$ cat config.mk
export PLATFORM = sky130hd
export DESIGN_NAME = cache_miss_ctrl
export DESIGN_NICKNAME = d
export VERILOG_FILES = /design/src/rtl/cache_pkg.sv /design/src/rtl/cache_stats.sv /design/src/rtl/cache_miss_ctrl.sv
export SDC_FILE = /design/constraint.sdc
export NUM_CORES = 1
export LEC_CHECK = 0
export CAP_MARGIN = 10
export CORE_UTILIZATION = 35
export CTS_BUF_LIST = sky130_fd_sc_hd__clkbuf_4
export DETAILED_ROUTE_END_ITERATION = 8
export PLACE_DENSITY_LB_ADDON = 0.05
export SLEW_MARGIN = 20
export SYNTH_ARGS = -nofsm -noshare
export SYNTH_HDL_FRONTEND = slang
export SYNTH_HIERARCHICAL = 1
export SYNTH_SLANG_ARGS = --single-unit
$ cat constraint.sdc
create_clock -name clk -period 1.3 [get_ports clk]
set_input_delay 0.26 -clock clk [delete_from_list [all_inputs] [get_ports clk]]
set_output_delay 0.26 -clock clk [all_outputs]
set_load 0.03 [all_outputs]
$ cat src/rtl/cache_pkg.sv
// Shared types and address helpers for the data-cache miss/write handler.
// The statistics counters are built only when CACHE_STATS_EN is defined.
package cache_pkg;

    // Word offset inside a byte address; data words are 4 bytes.
    localparam int OFFSET_W = 2;

    // Default geometry, matching the top-level parameter defaults.
    localparam int DEF_ADDR_W    = 32;
    localparam int DEF_SET_COUNT = 8;
    localparam int DEF_SW        = $clog2(DEF_SET_COUNT);
    localparam int DEF_TW        = DEF_ADDR_W - DEF_SW - OFFSET_W;

    typedef enum logic [1:0] {
        IDLE  = 2'd0,
        READ  = 2'd1,
        FILL  = 2'd2,
        WRITE = 2'd3
    } cache_ctrl_state_t;

    // Set index of a byte address. The address is passed zero-extended to
    // 64 bits so one helper serves every ADDRESS_WIDTH / set-width pair.
    function automatic logic [63:0] addr_set(input logic [63:0] addr, input int sw);
        logic [63:0] mask;
        mask = (64'd1 << sw) - 64'd1;
        return (addr >> OFFSET_W) & mask;
    endfunction

    // Tag of a byte address: everything above the set index.
    function automatic logic [63:0] addr_tag(input logic [63:0] addr, input int sw);
        return addr >> (OFFSET_W + sw);
    endfunction

endpackage

$ cat src/rtl/cache_stats.sv
// Hit/miss statistics counters for the miss handler.
// Instantiated by cache_miss_ctrl only when CACHE_STATS_EN is defined.
module cache_stats (
    input  logic        clk,
    input  logic        rst,
    input  logic        count_hit,
    input  logic        count_miss,
    output logic [31:0] hit_cnt,
    output logic [31:0] miss_cnt
);

    // Free-running counters; they wrap naturally at 2^32.
    always_ff @(posedge clk) begin
        if (rst) begin
            hit_cnt  <= '0;
            miss_cnt <= '0;
        end else begin
            if (count_hit)
                hit_cnt <= hit_cnt + 32'd1;
            if (count_miss)
                miss_cnt <= miss_cnt + 32'd1;
        end
    end

endmodule

$ cat src/rtl/cache_miss_ctrl.sv
// Miss/write handler between a direct-mapped data cache and data memory.
// Loads that miss are fetched from memory and written back into the cache
// through the fill port; every store is written through to memory and, if it
// hit, also updates the cache (no-write-allocate on store misses).
// Optional feature: define CACHE_STATS_EN to build the hit/miss counters;
// otherwise hit_cnt and miss_cnt are tied to zero.
module cache_miss_ctrl
    import cache_pkg::*;
#(
    parameter  int DATA_WIDTH    = 32,
    parameter  int ADDRESS_WIDTH = 32,
    parameter  int SET_WIDTH     = 8,
    localparam int SW            = $clog2(SET_WIDTH),
    localparam int TW            = ADDRESS_WIDTH - SW - OFFSET_W
) (
    input  logic                     clk,
    input  logic                     rst,
    // pipeline request, qualified by the cache lookup result
    input  logic                     req_valid,
    input  logic                     req_we,
    input  logic [ADDRESS_WIDTH-1:0] req_addr,
    input  logic [DATA_WIDTH-1:0]    req_wdata,
    input  logic                     hit,
    output logic                     stall,
    // data memory port
    output logic                     mem_req,
    output logic                     mem_we,
    output logic [ADDRESS_WIDTH-1:0] mem_addr,
    output logic [DATA_WIDTH-1:0]    mem_wdata,
    input  logic                     mem_ack,
    input  logic [DATA_WIDTH-1:0]    mem_rdata,
    // cache fill port
    output logic                     fill_en,
    output logic [SW-1:0]            fill_set,
    output logic [TW-1:0]            fill_tag,
    output logic [DATA_WIDTH-1:0]    fill_data,
    // statistics
    output logic [31:0]              hit_cnt,
    output logic [31:0]              miss_cnt
);

    cache_ctrl_state_t state;
    logic              store_hit;   // latched hit flag of the store in flight
    logic              fill_en_q;   // fill strobe for a completed load miss

    // A request needs the handler when it is a store or a load that missed.
    logic needs_service;
    assign needs_service = req_valid & (req_we | ~hit);

    // Main controller: latches the request in IDLE and sequences the memory
    // transaction and the cache fill; all memory/fill fields are registered.
    always_ff @(posedge clk) begin
        if (rst) begin
            state     <= IDLE;
            store_hit <= 1'b0;
            fill_en_q <= 1'b0;
            mem_req   <= 1'b0;
            mem_we    <= 1'b0;
            mem_addr  <= '0;
            mem_wdata <= '0;
            fill_set  <= '0;
            fill_tag  <= '0;
            fill_data <= '0;
        end else begin
            // NOTE: every sequential assignment is non-blocking so all
            // registers update from the same pre-edge values; the strobe is
            // cleared by default and raised only in the cycle that needs it.
            fill_en_q <= 1'b0;
            case (state)
                IDLE: begin
                    if (needs_service) begin
                        mem_req  <= 1'b1;
                        mem_we   <= req_we;
                        mem_addr <= {req_addr[ADDRESS_WIDTH-1:OFFSET_W], {OFFSET_W{1'b0}}};
                        fill_set <= SW'(addr_set(64'(req_addr), SW));
                        fill_tag <= TW'(addr_tag(64'(req_addr), SW));
                        if (req_we) begin
                            // Store data goes to memory and, on a hit, to the cache.
                            mem_wdata <= req_wdata;
                            fill_data <= req_wdata;
                            store_hit <= hit;
                            state     <= WRITE;
                        end else begin
                            store_hit <= 1'b0;
                            state     <= READ;
                        end
                    end
                end

                READ: begin
                    // Address stays stable until memory acknowledges.
                    if (mem_ack) begin
                        mem_req   <= 1'b0;
                        fill_data <= mem_rdata;
                        fill_en_q <= 1'b1;
                        state     <= FILL;
                    end
                end

                FILL: begin
                    // The fill strobe is visible this cycle; the pipeline then
                    // replays the load, which hits.
                    state <= IDLE;
                end

                WRITE: begin
                    if (mem_ack) begin
                        mem_req <= 1'b0;
                        mem_we  <= 1'b0;
                        state   <= IDLE;
                    end
                end

                default: state <= IDLE;
            endcase
        end
    end

    // NOTE: a store hit must update the cache in the very cycle memory
    // acknowledges it, so that strobe is the one combinational term here;
    // reset suppresses it because an abandoned store must not fill.
    assign fill_en = fill_en_q | ((state == WRITE) & mem_ack & store_hit & ~rst);

    // Freeze the pipeline while busy, or immediately when a new request needs
    // service; never while reset is asserted.
    assign stall = ~rst & ((state != IDLE) | needs_service);

`ifdef CACHE_STATS_EN
    // Requests are only counted when actually sampled, i.e. in IDLE.
    logic count_hit;
    logic count_miss;
    assign count_hit  = (state == IDLE) & req_valid &  hit;
    assign count_miss = (state == IDLE) & req_valid & ~hit;

    cache_stats u_stats (
        .clk        (clk),
        .rst        (rst),
        .count_hit  (count_hit),
        .count_miss (count_miss),
        .hit_cnt    (hit_cnt),
        .miss_cnt   (miss_cnt)
    );
`else
    assign hit_cnt  = 32'd0;
    assign miss_cnt = 32'd0;
`endif

endmodule

==> run metrics <==
outcome finished, violations left; failing checks negative setup slack; Initial Util 0.3584; Antenna Cells 0; Cell Rows 43; final setup margin -0.3361 ns; global route total overflow 0; Iter 0 DRT Violations 141; via/cell ratio roughly 4.7; ys async rst share 0; Startpoint Class flip-flop; DRC viols 0; Seq/Total Area, Yosys 0.4024; CP max-delay cell dfxtp_4; CP Capture Type output pin; Clock Tree Root clkbuf_4; CP max stage delay ~0.4 ns; Post-synth EDFFs 0; period utilization 1.259; CP Data Arrival Time ~1.4 ns; post-layout net count 917; CP dominant cell by count buf_6; WP data required between 1 and 1.5 ns; # setup viols final 72; setup total negative slack -15.70 ns; core area approximately 0.014 mm^2; clock transition at the registers of the reported paths 0.16 ns; CTS buffer count 9; vias in the first global route about 4300; Hold Vio Cnt, Final 0; CTS tree yes; routability cong. approximately 0.8; WL per Instance between 15 and 20 um; Fin Hold WS 0.05425 ns; RSZ-0062 raised after global routing true; first-pass GRT wire length roughly 22 mm; first-pass detailed-route iteration total 4; Core Util, Final 0.6520; clk_lat worst skew 0.49 ns; Slew Viols, Final 0; Yosys warning count 6; Die W 121.2 um; Leakage roughly 0.0038 uW; Syn-to-layout area delta 81.92%; DR vias around 4700; layout cells sized above 1 0.5598; Synth Instances between 500 and 600; Inst Count DP slightly above 900; kind of critical path reg2out; Buffers & Inverters on Critical Path 2; f_max 0.6112 GHz; DRT Wirelength 16.04 mm; fillers 1100; Post-Layout Cell Count 1000; total clock sinks 100; Total GRT Usage 0.1998; io pins between 200 and 300; hpwl dp 10.01 mm; pre-CTS setup slack -0.4002 ns; Final Critical Period around 1.6 ns; number of antenna violations at the first check in global routing 0; syn avg cell area 9.078 um^2; clock skew between 0.02 and 0.03 ns; Max clock buf depth 2; Unique masters post-synth 24; I/O Buffers 227; Die Area between 0.01 and 0.015 mm^2; DRT antenna net count 0; critical path peak fanout 5; Pwr Density roughly 980 mW/mm^2; largest net degree at the start of global routing ~70; Die Ht between 100 and 150 um; Hold Path Class in2reg; CP delay by family, top flip-flops; Seq cells post-synth 100; Post-synth top flop dfxtp_1; H-tree depth 3; Syn Std Cell Area ~0.0050 mm^2; Max-Cap Viols 0; Max rail drop VDD 0.5156 mV; CP Cell Sequence buf_6 > a31o_4 > buf_6
final timing paths:
kind | startpoint | end | slack [ns] | cells after the start
worst max-delay path | state[1] | fill_en | -0.34 | 3
worst max register to register | state[0] | mem_wdata[16] | -0.29 | 7
worst min register to register | mem_wdata[31] | mem_wdata[31] | 0.47 | 2
worst min-delay path | rst | mem_req | 0.05 | 2
per-stage QoR:
stage | power [uW] | instance area (um^2)
after global placement | 6211 | 7159
after global routing | 9287 | 9050
final | 8867 | 9050
after floorplan | 5266 | 5234
after detailed placement | 6239 | 7159
after CTS | 8510 | 8170
worst reg2reg max path, delay by kind of cell, from the launching register on:
kind / cells / cell delay (ns)
buffers and inverters: 4 / 0.54
AND/OR/NAND/NOR: 2 / 0.44
flip-flops: 1 / 0.41
AO/OA/AOI/OAI: 1 / 0.12
cells in the mapped netlist (2+ instances only):
cell / n / share of area
mux2i_1: 62 / 0.12
dfxtp_1: 100 / 0.40
a211oi_2: 10 / 0.025
nor2_1: 3 / 0.0023
nand2b_1: 63 / 0.079
clkbuf_1: 17 / 0.013
nor3_1: 33 / 0.033
a211oi_1: 22 / 0.033
buf_4: 102 / 0.15
nand3b_1: 3 / 0.0045
buf_2: 14 / 0.014
nand3_1: 2 / 0.0020
buf_6: 5 / 0.011
nand2_1: 67 / 0.051
a21oi_1: 36 / 0.036
cells in the final DEF (no fill, tap or decap), drive strengths merged:
master / n
mux2i: 62
clkbuf: 13
and3b: 1
bufinv: 2
clkinv: 4
nand4bb: 1
a211oi: 32
nand3b: 3
nand3: 2
o21ai: 2
nand2: 67
clkdlybuf4s50: 98
conb: 66
buf: 228
nand2b: 63
and4bb: 1
nor2: 3
a21oi: 36
and3: 1
nor3: 33
dfxtp: 100
o22ai: 1
a31o: 1
layout make-up:
| cell class | count | area, um^2 | share of cell area |
|---|---|---|---|
| multi-input cells | 375 | 2856 | 0.3156 |
| clock inverters | 6 | 78.83 | 0.008710 |
| clock buffers | 10 | 75.07 | 0.008295 |
| well taps | 180 | 225.2 | 0.02489 |
| flip-flops and latches | 100 | 2172 | 0.2400 |
| repair buffers | 329 | 3642 | 0.4025 |
kinds of logic (layout without fill, tap and decap cells):
group | Yosys count | after routing | synth area share
AOI/OAI and AO/OA | 72 | 72 | 0.1004
and+or+nand+nor | 175 | 175 | 0.1796
buffers and inverters | 138 | 345 | 0.1922
other | 1 | 66 | 0.0007538
muxes | 62 | 62 | 0.1247
DFF | 100 | 100 | 0.4024
where the power goes:
part / switching [uW] / internal [uW] / total, uW
registers: 228 / 3330 / 3560
clock network: 1080 / 787 / 1860
logic: 1760 / 1690 / 3450
total: 3060 / 5800 / 8870
state kept, by name (all words and copies together), names as in the netlist:
signal,count
fill_data,32
mem_wdata,32
fill_tag,27
fill_set,2
state,2
fill_en_q,1
mem_addr,1
mem_req,1
mem_we,1
store_hit,1
layer usage:
metal  up-vias  wire, um  track usage  share of wire
li1       2222         -            -              -
met1      2228      6200       0.2262           0.39
met2       195      8383       0.3514           0.52
met3        14      1222      0.05968          0.076
met4         0       228      0.07485          0.014
met5         -         0            0              0
repair_timing:
action,4_1_cts,5_1_grt
hold buffers,0,0
pin swaps,43,51
resized for setup,645,202
setup endpoints to repair,179,223
buffers inserted,26,36
gates cloned,9,4
Power figures use the tool's default switching activity.
